--- src/rtl/layer_pingpong_buffer.sv ---
// Double-banked inter-layer buffer: one bank fills from the producing layer while
// the other streams, zero-padded out to READ_LEN words, to the consuming layer.
module layer_pingpong_buffer #(
  parameter int DATA_W    = 16,
  parameter int FRAME_LEN = 144,
  parameter int READ_LEN  = 160
) (
  input  logic              clk,
  input  logic              rst,
  input  logic              in_valid,
  input  logic [DATA_W-1:0] in_data,
  output logic              in_ready,
  output logic              out_valid,
  output logic [DATA_W-1:0] out_data,
  input  logic              out_ready,
  output logic              out_last,
  output logic              frame_done,
  output logic              overflow
);

  localparam int                ADDR_W    = (READ_LEN > 1) ? $clog2(READ_LEN) : 1;
  localparam logic [ADDR_W:0]   FRAME_END = (ADDR_W + 1)'(FRAME_LEN);
  localparam logic [ADDR_W-1:0] WR_LAST   = ADDR_W'(FRAME_LEN - 1);
  localparam logic [ADDR_W-1:0] RD_LAST   = ADDR_W'(READ_LEN - 1);
  localparam logic              ONE_WORD  = (READ_LEN == 1);

  typedef enum logic {IDLE, STREAM} rd_state_t;

  logic [DATA_W-1:0] mem [2][FRAME_LEN];
  logic [1:0]        bank_full;
  logic              wr_bank;
  logic              rd_bank;
  logic [ADDR_W-1:0] wr_cnt;
  logic [ADDR_W-1:0] rd_cnt;
  logic [ADDR_W-1:0] rd_next;
  logic [DATA_W-1:0] next_word;
  logic              wr_fire;
  rd_state_t         rd_state;

  assign in_ready  = !bank_full[wr_bank];
  assign wr_fire   = in_valid && in_ready;
  assign rd_next   = rd_cnt + 1'b1;
  // Addresses past the stored frame read as zero padding.
  assign next_word = ({1'b0, rd_next} < FRAME_END) ? mem[rd_bank][rd_next] : '0;

  always_ff @(posedge clk) begin
    if (wr_fire && !rst) begin
      mem[wr_bank][wr_cnt] <= in_data;
    end
  end

  always_ff @(posedge clk) begin
    if (rst) begin
      wr_bank    <= 1'b0;
      rd_bank    <= 1'b0;
      wr_cnt     <= '0;
      rd_cnt     <= '0;
      bank_full  <= 2'b00;
      rd_state   <= IDLE;
      out_valid  <= 1'b0;
      out_data   <= '0;
      out_last   <= 1'b0;
      frame_done <= 1'b0;
      overflow   <= 1'b0;
    end else begin
      frame_done <= 1'b0;
      if (in_valid && !in_ready) begin
        overflow <= 1'b1;
      end

      if (wr_fire) begin
        if (wr_cnt == WR_LAST) begin
          wr_cnt             <= '0;
          bank_full[wr_bank] <= 1'b1;
          wr_bank            <= !wr_bank;
          frame_done         <= 1'b1;
        end else begin
          wr_cnt <= wr_cnt + 1'b1;
        end
      end

      // The writer only completes an empty bank and the reader only releases a
      // full one, so the two bank_full updates never collide on one index.
      case (rd_state)
        IDLE: begin
          if (bank_full[rd_bank]) begin
            rd_state  <= STREAM;
            rd_cnt    <= '0;
            out_data  <= mem[rd_bank][0];
            out_valid <= 1'b1;
            out_last  <= ONE_WORD;
          end
        end
        STREAM: begin
          if (out_ready) begin
            if (rd_cnt == RD_LAST) begin
              bank_full[rd_bank] <= 1'b0;
              rd_bank            <= !rd_bank;
              rd_cnt             <= '0;
              if (bank_full[!rd_bank]) begin
                out_data <= mem[!rd_bank][0];
                out_last <= ONE_WORD;
              end else begin
                out_valid <= 1'b0;
                out_last  <= 1'b0;
                rd_state  <= IDLE;
              end
            end else begin
              rd_cnt   <= rd_next;
              out_data <= next_word;
              out_last <= (rd_next == RD_LAST);
            end
          end
        end
        default: rd_state <= IDLE;
      endcase
    end
  end

endmodule

--- config.mk ---
export PLATFORM = sky130hd
export DESIGN_NAME = layer_pingpong_buffer
export DESIGN_NICKNAME = d
export VERILOG_FILES = /design/src/rtl/layer_pingpong_buffer.sv
export SDC_FILE = /design/constraint.sdc
export NUM_CORES = 2
export LEC_CHECK = 0
export CAP_MARGIN = 10
export CORE_MARGIN = 4
export CORE_UTILIZATION = 30
export CTS_CLUSTER_SIZE = 24
export DETAILED_ROUTE_END_ITERATION = 8
export PLACE_DENSITY_LB_ADDON = 0.08
export SETUP_SLACK_MARGIN = 0.15
export SYNTH_ARGS = -nofsm -noshare
export SYNTH_HDL_FRONTEND = slang
export SYNTH_MEMORY_MAX_BITS = 65536
export SYNTH_SLANG_ARGS = --single-unit
--- constraint.sdc ---
create_clock -name clk -period 10 [get_ports clk]
set_input_delay 2 -clock clk [delete_from_list [all_inputs] [get_ports clk]]
set_output_delay 2 -clock clk [all_outputs]
set_load 0.02 [all_outputs]
==> results.yml <==
sta:
  finalCritPeriodShare_pct: 58.0
  fmax_mhz: 173
  timing.clock.skew_ns: 0.0535
  final_setup_fails: 0
  final_sum_of_negative_setup_slack_ns: 0
  slew_headroom_pct: -0.660
  rsz_0062_raised_after_global_routing: "no"
  finalHoldViolCount: 0
  worst_slew_pin_slew_ns: 1.51
  slew_viol_final: 12
  fin_ws_ns: 4.20
  time_the_final_worst_path_needs_with_i_o_delays_and_setup_ns: 5.80
worst_setup_path:
  worst_setup_path_end_kind: "register"
  critPathLaunchType: "register"
  number_of_cells_on_the_worst_reg_to_reg_path: 12
  path_max_fanout: 85
  regToRegSetupSlack_ns: 4.20
  timing.critical_path.cells: "inv_6, ha_4, buf_12, buf_12, inv_6, buf_12, nand2_1, a21oi_1, a2111oi_2, o211ai_1, o211ai_1, o21ai_1"
  slowest_delay_ns: 0.64
  critical-path-top-cell-by-count: "sky130_fd_sc_hd__buf_12"
  critical_path_class: "reg2reg"
  critical_path_required_ns: 10.96
  worst-endpoint-arrival_ns: 6.75
  critical_path.slowest_cell: "sky130_fd_sc_hd__dfxtp_4"
placed_design:
  placement.io_buffers: 40
  hpwlAfterDp_um: 366000
  place_ws_ns: 3.92
  numPlacedInstances: 16000
  gp_congestion: 0.804
  placedInstanceArea_sq_um: 192000
route:
  met3_wirelength_um: 29100
  detailedRoute.firstIterationViolations: 9144
  routed.top_layer: "met5"
  drcViolationCount: 0
  antenna_violating_nets_post_route: 0
  drtPass1Iterations: 5
  post_drt_wl_per_cell_um: 35.2
  met1_length_um: 267000
  wl_met2_um: 288000
  via_count: 86600
  drt_wl_total_um: 597000
  drt-vias-per-instance: 5.11
finish:
  stdcell_area_sq_um: 209000
  fillCellCount: 55300
  flow.area_growth_from_synthesis_pct: 16.1
  proportion_of_layout_cells_with_a_drive_suffix_above_1_pct: 29.9
  layout.cells.non_filler: 17000
  finish.net_count: 8532
synth:
  synth_enable_flop_cells: 4608
  synth-warning-count: 0
  synthesized_netlist_net_count: 8089
  synth_top_flop_cell: "sky130_fd_sc_hd__edfxtp_1"
  postSynthCellCount: 8063
  ys_seq_elements: 4650
  async_sr_flop_fraction_pct: 0
  yosys.cell_types.count: 67
  syn_avg_cell_area_sq_um: 22.3
  synth-seq-area-share_pct: 77.4
  syn_area_sq_um: 180000
power_and_ir_drop:
  power.switching_mw: 8.67
  power-per-cell-area_nw_per_um2: 198
  power.internal_mw: 32.7
  share_seq_of_total_power_pct: 51.9
  power_switching_share_pct: 21.0
  p_total_mw: 41.3
  peakVddDrop_mv: 0.166
  share_comb_of_total_power_pct: 1.2
  power.static_leakage_nw: 61.9
  pwr-share-clk_pct: 46.9
global_route:
  grt_pass1_wl_um: 809000
  grt_use_total_pct: 19.1
  grt_pass1_vias: 89600
  grt_start_max_net_pins: 136
  grt_antenna_before_repair: 49
  total_congestion_overflow: 0
cts:
  number_of_h_tree_levels: 6
  insertion_delay_ns: 1.07
  cts_setup_buffers: 0
  path_clk_slew_ns: 0.06
  clock-root-buffer: "sky130_fd_sc_hd__clkbuf_16"
  cts_repair_resize_count: 0
  tritoncts_clock_tree: "yes"
  cts.sinks: 4650
  cts_hold_repair.buffers: 0
  clock_path_buffers: 4
  cts-buffers-inserted: 545
die:
  ioPinCount: 41
  design.die.area_sq_um: 612000
  die_h_um: 782
  starting_density_of_the_core_pct: 30.1
  chipWidth_um: 782
  core_sq_um: 598000
  fp-row-count: 284
job:
  cap_violations: 0
min_path:
  hold_path_depth: 2
  worstHoldPathType: "reg2reg"
run_status:
  violated_checks: "slew limit"
  status: "complete, but fails checks"
synth_stat cells, drive strengths merged, types with 24 or more instances:
| master | number | share of area (%) |
|---|---|---|
| o221ai | 26 | 0.13 |
| a31oi | 37 | 0.13 |
| a2111oi | 24 | 0.12 |
| a22oi | 28 | 0.12 |
| clkbuf | 147 | 0.31 |
| edfxtp | 4608 | 77 |
| mux2i | 172 | 0.96 |
| mux4 | 1264 | 16 |
| nand2 | 400 | 0.83 |
| buf | 319 | 1.2 |
| a21oi | 105 | 0.29 |
| nor2 | 368 | 0.77 |
| a211oi | 46 | 0.19 |
| dfxtp | 42 | 0.47 |
| nand3 | 123 | 0.34 |
| o21ai | 42 | 0.12 |
| o22ai | 60 | 0.21 |
through the flow:
step	utilization, %	hold slack, ns
final	34.9	0.477
after global routing	34.9	0.542
after CTS	34.9	0.487
after detailed placement	32.1	0.473
after global placement	32.0	0.464
after floorplan	-	0.481
power by group through the flow:
stage	Sequential (mW)	Clock (mW)	Combinational, mW
after floorplan	21.8	0	0.0254
after global placement	21.8	0	0.494
after detailed placement	21.8	0	0.517
after CTS	21.4	19.9	0.516
after global routing	21.4	20.8	0.524
final	21.4	19.4	0.490
worst max-delay path, delay by kind of cell, from the launching register on:
family,cells,cell delay (ns)
compound gates,5,1.69
fa+ha+maj,1,0.61
buf+inv,5,1.69
flops,1,0.64
simple gates,1,0.54
final timing paths:
kind / from / to
hold / removal: overflow / overflow
hold reg to reg: overflow / overflow
setup reg to reg: rd_cnt[0] / out_data[12]
setup / recovery: rd_cnt[0] / out_data[12]
final cells by class:
| type | count | area (sq um) | area share [%] |
|---|---|---|---|
| Clock buffer | 671 | 14300 | 6.85 |
| Antenna cell | 17 | 42.5 | 0.0204 |
| Inverter | 12 | 55.1 | 0.0263 |
| Multi-Input combinational cell | 2935 | 38900 | 18.6 |
| Sequential cell | 4650 | 139000 | 66.6 |
| Clock inverter | 308 | 2940 | 1.41 |
| Timing Repair Buffer | 362 | 3470 | 1.66 |
| Tap cell | 8008 | 10000 | 4.79 |
logic make-up (layout without fill, tap and decap cells):
| logic type | Yosys count | in the layout | synth area share (%) |
|---|---|---|---|
| flops | 4650 | 4650 | 77.4 |
| mux | 1452 | 1452 | 16.9 |
| simple gates | 1001 | 1001 | 2.32 |
| buf+inv | 478 | 1353 | 1.55 |
| compound gates | 455 | 455 | 1.72 |
| xor+xnor | 21 | 21 | 0.121 |
| fa+ha+maj | 6 | 6 | 0.0417 |
| other cells | 0 | 17 | 0 |
state kept, by name, summed over array words and instances, names as in the netlist, named ones only:
register	cells
bank_full	2
wr_cnt	8
rd_bank	1
out_data	16
wr_bank	1
mem	4608
overflow	1
rd_state	1
out_last	1
rd_cnt	8
frame_done	1
out_valid	1
per-layer routing:
layer	GRT usage, %	vias up
met3	2.69	644
met2	31.4	2401
met4	3.76	8
met1	27.3	48500
li1	-	35100
met5	0	-
layout by cell type, fill, tap and decap left out, types with 17 or more instances in the layout:
| master | synthesis | routed |
|---|---|---|
| sky130_fd_sc_hd__bufinv_16 | 0 | 36 |
| sky130_fd_sc_hd__nor2b_1 | 20 | 18 |
| sky130_fd_sc_hd__clkdlybuf4s50_1 | 0 | 23 |
| sky130_fd_sc_hd__buf_4 | 82 | 267 |
| sky130_fd_sc_hd__nand2_1 | 400 | 388 |
| sky130_fd_sc_hd__clkbuf_16 | 0 | 554 |
| sky130_fd_sc_hd__clkinv_2 | 0 | 83 |
| sky130_fd_sc_hd__a211oi_1 | 46 | 45 |
| sky130_fd_sc_hd__mux4_2 | 1264 | 1264 |
| sky130_fd_sc_hd__buf_12 | 0 | 33 |
| sky130_fd_sc_hd__dfxtp_1 | 42 | 40 |
| sky130_fd_sc_hd__o22ai_1 | 60 | 60 |
| sky130_fd_sc_hd__inv_6 | 0 | 17 |
| sky130_fd_sc_hd__a21oi_1 | 105 | 104 |
| sky130_fd_sc_hd__mux2i_1 | 172 | 171 |
| sky130_fd_sc_hd__inv_16 | 0 | 17 |
| sky130_fd_sc_hd__o221ai_1 | 26 | 26 |
| sky130_fd_sc_hd__and3_1 | 22 | 22 |
| sky130_fd_sc_hd__o21ai_0 | 37 | 37 |
| sky130_fd_sc_hd__nor3_1 | 23 | 20 |
| sky130_fd_sc_hd__diode_2 | 0 | 17 |
| sky130_fd_sc_hd__nor2_1 | 368 | 128 |
| sky130_fd_sc_hd__a31oi_1 | 37 | 35 |
| sky130_fd_sc_hd__clkinv_1 | 2 | 127 |
| sky130_fd_sc_hd__a22oi_1 | 28 | 28 |
| sky130_fd_sc_hd__a32oi_1 | 18 | 18 |
| sky130_fd_sc_hd__nor2_2 | 0 | 236 |
| sky130_fd_sc_hd__nand3_1 | 122 | 107 |
| sky130_fd_sc_hd__clkbuf_1 | 147 | 116 |
| sky130_fd_sc_hd__buf_8 | 1 | 35 |
| sky130_fd_sc_hd__edfxtp_1 | 4608 | 4608 |
No activity file was read; power rests on OpenSTA's default activity.
